<file path="src/rtl/booth_pkg.sv">
// Shared constants and state encoding for the radix-2 Booth multiplier controller.
package booth_pkg;

  localparam int unsigned BOOTH_WIDTH = 6;
  localparam int unsigned BOOTH_CNT_W = 3;

  typedef enum logic [2:0] {
    IDLE  = 3'd0,
    LDX   = 3'd1,
    LDY   = 3'd2,
    EVAL  = 3'd3,
    SHIFT = 3'd4,
    OUTH  = 3'd5,
    OUTL  = 3'd6
  } state_t;

  // {Y0,Y-1} recoding: 01 adds X into A, 10 subtracts it, 00/11 leave A alone.
  localparam logic [1:0] ADD = 2'b01;
  localparam logic [1:0] SUB = 2'b10;

endpackage

</file>
<file path="src/rtl/booth_iter_counter.sv">
// Iteration down-counter: loaded with WIDTH, decremented once per shift, flags the final pass.
module booth_iter_counter
  import booth_pkg::*;
#(
  parameter int unsigned WIDTH = BOOTH_WIDTH,
  parameter int unsigned CNT_W = BOOTH_CNT_W
) (
  input  logic clk,
  input  logic rst_n,
  input  logic load,
  input  logic dec,
  output logic last
);

  logic [CNT_W-1:0] cnt;

  // Load wins over decrement; decrement saturates at zero so the count never wraps.
  always_ff @(posedge clk or negedge rst_n) begin
    if (!rst_n) begin
      cnt <= '0;
    end else if (load) begin
      cnt <= CNT_W'(WIDTH);
    end else if (dec && (cnt != '0)) begin
      cnt <= cnt - CNT_W'(1);
    end
  end

  // The shift happening while cnt is 1 is the last iteration.
  always_comb begin
    last = (cnt == CNT_W'(1));
  end

endmodule

</file>
<file path="src/rtl/booth_controller.sv">
// Control FSM sequencing the radix-2 Booth multiplier datapath: load X, load Y,
// WIDTH evaluate/shift iterations, then product high half and low half onto the bus.
module booth_controller
  import booth_pkg::*;
#(
  parameter int unsigned WIDTH = BOOTH_WIDTH,
  parameter int unsigned CNT_W = BOOTH_CNT_W
) (
  input  logic       clk,
  input  logic       rst,
  input  logic       start,
  input  logic [1:0] Y0YminusOne,
  output logic       ready,
  output logic       ldX,
  output logic       ldY,
  output logic       initA,
  output logic       initYminusOne,
  output logic       ldA,
  output logic       aBarS,
  output logic       shRA,
  output logic       shRY,
  output logic       ldYminusOne,
  output logic       selL,
  output logic       selR,
  output logic       done
);

  state_t state;
  state_t state_nxt;
  logic   cnt_load;
  logic   cnt_dec;
  logic   cnt_last;

  booth_iter_counter #(
    .WIDTH(WIDTH),
    .CNT_W(CNT_W)
  ) u_iter_counter (
    .clk  (clk),
    .rst_n(rst),
    .load (cnt_load),
    .dec  (cnt_dec),
    .last (cnt_last)
  );

  // State register; reset aborts any operation in flight.
  always_ff @(posedge clk or negedge rst) begin
    if (!rst) begin
      state <= IDLE;
    end else begin
      state <= state_nxt;
    end
  end

  // Next-state and Moore output decode; only ldA/aBarS look at the datapath in EVAL.
  always_comb begin
    state_nxt     = state;
    ready         = 1'b0;
    ldX           = 1'b0;
    ldY           = 1'b0;
    initA         = 1'b0;
    initYminusOne = 1'b0;
    ldA           = 1'b0;
    aBarS         = 1'b0;
    shRA          = 1'b0;
    shRY          = 1'b0;
    ldYminusOne   = 1'b0;
    selL          = 1'b0;
    selR          = 1'b0;
    done          = 1'b0;
    cnt_load      = 1'b0;
    cnt_dec       = 1'b0;

    case (state)
      IDLE: begin
        ready = 1'b1;
        if (start) begin
          state_nxt = LDX;
        end
      end
      LDX: begin
        ldX       = 1'b1;
        state_nxt = LDY;
      end
      LDY: begin
        ldY           = 1'b1;
        initA         = 1'b1;
        initYminusOne = 1'b1;
        cnt_load      = 1'b1;
        state_nxt     = EVAL;
      end
      EVAL: begin
        // Always spent, even when no add/sub is needed, to keep latency fixed.
        if (Y0YminusOne == ADD) begin
          ldA = 1'b1;
        end else if (Y0YminusOne == SUB) begin
          ldA   = 1'b1;
          aBarS = 1'b1;
        end
        state_nxt = SHIFT;
      end
      SHIFT: begin
        shRA        = 1'b1;
        shRY        = 1'b1;
        ldYminusOne = 1'b1;
        cnt_dec     = 1'b1;
        state_nxt   = cnt_last ? OUTH : EVAL;
      end
      OUTH: begin
        selL      = 1'b1;
        state_nxt = OUTL;
      end
      OUTL: begin
        selR      = 1'b1;
        done      = 1'b1;
        state_nxt = IDLE;
      end
      default: begin
        state_nxt = IDLE;
      end
    endcase
  end

endmodule

</file>
<file path="config.mk">
export PLATFORM = sky130hd
export DESIGN_NAME = booth_controller
export DESIGN_NICKNAME = d
export VERILOG_FILES = /design/src/rtl/booth_pkg.sv /design/src/rtl/booth_iter_counter.sv /design/src/rtl/booth_controller.sv
export SDC_FILE = /design/constraint.sdc
export NUM_CORES = 1
export LEC_CHECK = 0
export CAP_MARGIN = 20
export CORE_AREA = 2 2 39 41
export DETAILED_ROUTE_END_ITERATION = 8
export DIE_AREA = 0 0 41 43
export PLACE_DENSITY = 0.67
export SYNTH_ARGS = -nofsm -noshare
export SYNTH_HDL_FRONTEND = slang
export SYNTH_SLANG_ARGS = --single-unit
</file>
<file path="constraint.sdc">
create_clock -name clk -period 2 [get_ports clk]
set_clock_uncertainty 0.05 [all_clocks]
set_input_delay 0.5 -clock clk [delete_from_list [all_inputs] [get_ports clk]]
set_output_delay 0.5 -clock clk [all_outputs]
set_load 0.05 [all_outputs]
</file>
======== Word level (Yosys, flattened, before mapping) ========
Cells that the tools add are included.
word-level totals
  word-level logic and storage cells ...... 33
  register bits after elaboration ......... 6
  input port bits ......................... 5
  output and inout port bits .............. 13
cells by class
  add/subtract/negate cells ............... 1
  reduce and logical (&&, ||, !) cells .... 4
  equality and inequality tests ........... 10
  muxes and demuxes ....................... 16
operator list
  cell                                                                    count
  3-bit one-hot mux with 6 select lines                                   1
  3-bit 2-to-1 mux                                                        4
  1-bit 2-to-1 mux                                                        11
  3-bit equality test (second input constant)                             3
  3-bit by 1-bit equality test with 1-bit output (second input constant)  2
  3-bit by 2-bit equality test with 1-bit output (second input constant)  2
  3-bit logical NOT                                                       1
  3-bit nonzero test                                                      1
  3-bit by 1-bit subtractor with 3-bit output (second input constant)     1
  2-bit by 1-bit equality test with 1-bit output (second input constant)  1
  2-bit equality test (second input constant)                             1
  2-bit inequality test (second input constant)                           1
  2-bit nonzero test                                                      1
  1-bit logical AND                                                       1

======== Depth between registers and ports, before layout ========
  depth after elaboration ................. 5
  depth in mapped cells ................... 6
  mapped depth without buffers ............ 6

======== Cells and area by module ========
A second synthesis with hierarchy kept.
second synthesis, totals
  cells, all modules ...................... 49
  area total of the unflattened synthesis .. 476.7 um^2
by module, submodules not included
  module              instances  area each (um^2)  cells each  sequential area each (um^2)
  booth_controller    1          284.0             30          75.1
  booth_iter_counter  1          192.7             19          75.1

======== Worst setup path after synthesis ========
No wires, ideal clock.
  kind .................................... register to output
  from .................................... reg state[0]
  to ...................................... out shRA
  stages on the path, launching flop included .. 5
  slack ................................... -0.314 ns
  data arrival time ....................... 1.764 ns
  data required time ...................... 1.450 ns
  cell sequence ........................... dfrtp_1 > buf_4 > nor2b_4 > nor2b_1 > buf_4
on the way
  cells in the longest elaborated chain, start to end .. 2
ends and longest elaborated chain
  what                      RTL line                source
  start: declaration        booth_controller.sv:28  state_t state;
  start signal: assignment  booth_controller.sv:50  state <= state_nxt;
  3-bit equality test       n/a
  1-bit 2-to-1 mux          n/a
  end: declaration          booth_controller.sv:20  output logic shRA,
Every way passes these cells.

======== Final worst setup path ========
  from .................................... reg state[2]
  to ...................................... out shRA
on the way
  cells in the longest elaborated chain, start to end .. 2
ends and longest elaborated chain
  what                 RTL line                source
  3-bit equality test  booth_controller.sv:73  case (state)
  1-bit 2-to-1 mux     booth_controller.sv:73
Every way passes these cells.

==> impl_metrics.py <==
metrics = {
    "layout": {
        "area_growth_syn_to_layout_pct": 78.3,
        "layout.nets": 80,
        "drive_gt1_frac": 0.464,
        "antenna_cells": 0,
        "postLayoutCoreUtil": 0.616,
        "final_design_area_no_fill_um2": 852,
    },
    "clock_tree": {
        "clk_path_buf_depth": 2,
        "cts_hold_buffers": 0,
        "cts_tree": "done",
        "clk_pin_slew_worst_paths_ps": 50,
        "cts.sinks": 6,
        "worstSkewPairLatency_ps": 250,
        "clock_tree.root_cell": "clkbuf_4",
        "cts.htree.levels": 1,
        "cts_buffers": 3,
    },
    "synthesis": {
        "syn_area_per_cell_um2": 9.02,
        "synth.net_count": 62,
        "dominant_combinational_cell_family_by_area_after_synthesis": "simple AND/OR/NAND/NOR gates",
        "complex_gate_fraction_of_the_synthesized_area": 0.173,
        "synthAdderAreaFrac": 0.105,
        "xor_xnor_cell_area_share_of_the_yosys_netlist": 0,
        "post_synth_top_area_cell": "dfrtp_1",
        "synthTopCellsByArea": "dfrtp_1 (31%), ha_1 (10%), buf_4 (9.4%)",
        "synth-simple-area-share": 0.233,
        "yosys.cell_types.count": 27,
        "synth.yosys.seq_area_share": 0.314,
        "register_bit_total_from_synthesis": 6,
        "synth.yosys.warnings": 0,
        "postSynthCellCount": 53,
        "syn_area_um2": 478,
        "synthMuxAreaShare": 0,
        "synth_top_area_frac": 0.314,
    },
    "power_and_ir_drop": {
        "leakage_nw": 0.371,
        "power.density_nw_per_um2": 1720,
        "peakVddDrop_mv": 0.926,
        "total_power_of_the_final_layout_mw": 1.47,
    },
    "timing": {
        "hold_viol_final": 0,
        "grt_setup_unrepaired": "no",
        "actual_slew_at_the_worst_max_slew_pin_ps": 301,
        "timing.final.ws_setup_ps": 72.4,
        "finalCriticalPeriod_ps": 1930,
        "final_min_period_over_clock_period": 0.964,
        "slew_violations": 0,
        "maxClockFrequency_ghz": 0.519,
        "slew_headroom": 0.799,
        "hold_ws_ps": 455,
        "setup_viol": 0,
    },
    "routing": {
        "drc": 0,
        "via_count": 432,
        "drt-total-wl_mm": 1.05,
        "routed_antenna_nets": 0,
        "initialDrtViolationCount": 0,
        "wire_per_inst_um": 12.3,
        "routed_via_density": 5.08,
        "drtPass1Iterations": 1,
    },
    "flow_run": {
        "cap_violations": 0,
    },
    "placement": {
        "placed_wire_length_estimate_um": 853,
        "detailed_place.area_um2": 786,
        "gp_congestion": 0.785,
        "pre_cts_ws_ps": -144,
        "port_buffers": 17,
    },
    "floorplan": {
        "start_util": 0.345,
        "dieHeight_um": 43,
        "std_cell_rows": 14,
        "pin_count": 18,
        "die_area_um2": 1760,
        "placeableCoreArea_um2": 1380,
        "die-width_um": 41,
    },
    "setup_path": {
        "timing.critical_path.max_delay_family": "simple AND/OR/NAND/NOR gates",
        "crit_buf_inv": 1,
        "crit_path_cell_trace": "nor2b_4 -> nor2b_4 -> buf_12",
        "cp_max_fo": 9,
        "critical_path.endpoint_type": "output port",
        "critical_path_required_ps": 1450,
        "path_class": "reg -> out",
        "critPathSlowestCell": "dfrtp_2",
        "cpMostUsedCell": "nor2b_4",
        "worst_setup_path_start_kind": "flop",
        "timing.critical_path.arrival_ps": 1380,
        "max_stage_delay_ps": 460,
    },
    "grt": {
        "antenna_found_initial": 0,
        "groute.usage.overall": 0.156,
        "wire_length_of_the_first_global_routing_pass_mm": 1.88,
        "grt_start_max_net_pins": 11,
        "grt_overflow_total": 0,
        "grt_pass1_vias": 458,
    },
    "outcome": {
        "run_status": "complete, no violations",
    },
    "hold_path": {
        "hold_path.class": "in -> async",
    },
}
## worst reg2reg max path, cell delays in order (launching register included)
cell     delay, ps
dfrtp_1        380
inv_1           90
ha_1           200
ha_1           210
o21a_1         180
nor2_1         190
o22ai_1        120
## metrics by stage
| step | cells | TNS (ps) |
|---|---|---|
| 6_report | 85 | 0 |
| 3_3_place_gp | 81 | -145 |
| 4_1_cts | 84 | -40.5 |
| 2_1_floorplan | 53 | 0 |
| 5_1_grt | 85 | 0 |
| 3_5_place_dp | 81 | -193 |
## worst paths after layout
| path | startpoint | cells past startpoint | slack, ps | end |
|---|---|---|---|---|
| max | state[2] | 3 | 70 | shRA |
| min | rst | 1 | 460 | state[1] |
| max reg2reg | u_iter_counter.cnt[0] | 6 | 460 | u_iter_counter.cnt[0] |
| min reg2reg | u_iter_counter.cnt[1] | 1 | 500 | u_iter_counter.cnt[1] |
| max in group asynchronous | rst | 1 | 1190 | state[0] |
| min in group clk | u_iter_counter.cnt[1] | 1 | 500 | u_iter_counter.cnt[1] |
## metal layers
metal / vias up / wire [µm] / global-route usage
met5: - / 0 / 0
met1: 207 / 408 / 0.188
li1: 208 / - / -
met4: 0 / 8 / 0.0600
met2: 15 / 560 / 0.244
met3: 2 / 71 / 0.0524
## cell usage in the layout, fill, tap and decap left out, types with 2 or more instances in the layout
master           count
dfrtp_1              4
ha_1                 3
clkbuf_4             3
inv_1                5
clkdlybuf4s50_1      2
nor2_1               3
a31oi_1              2
dfrtp_2              2
o22a_1               2
a21oi_1              2
nor2b_4              2
buf_4                3
nor2_2               2
buf_12              14
## state kept, by name (all words and copies together), names as in the netlist
| signal | count |
|---|---|
| state | 3 |
| u_iter_counter.cnt | 3 |
## power breakdown
part,switching [mW],internal (mW)
combinational,0.546,0.538
clock,0.0429,0.0678
sequential,0.101,0.174
## cells in the mapped netlist (all sizes together)
cell	instances
nand3b	1
a21oi	2
and3b	1
or2b	1
o21a	1
nor3	2
nand2b	1
o21ai	1
nor2b	2
a31oi	2
inv	6
dfrtp	6
nor3b	2
buf	8
o22ai	1
ha	4
a211oi	1
o22a	2
a2bb2oi	1
and2	1
o21bai	1
nor2	6
## logic make-up after synthesis
group	after synthesis
flops	6
compound gates	12
simple gates	17
buf+inv	14
fa+ha+maj	4
## final cells by class
type,instances,area [µm²]
well taps,16,20.0
clock buffers,3,22.5
flip-flops and latches,6,153
inverters,6,22.5
multi-input cells,33,290
fillers,111,532
repair buffers,21,344
## repair_timing
item / 4_1_cts / 5_1_grt
setup endpoints to repair: 7 / 10
pin swaps: 3 / 1
setup buffers: 0 / 1
resized for setup: 4 / 4
(Power assumes the default switching activity.)
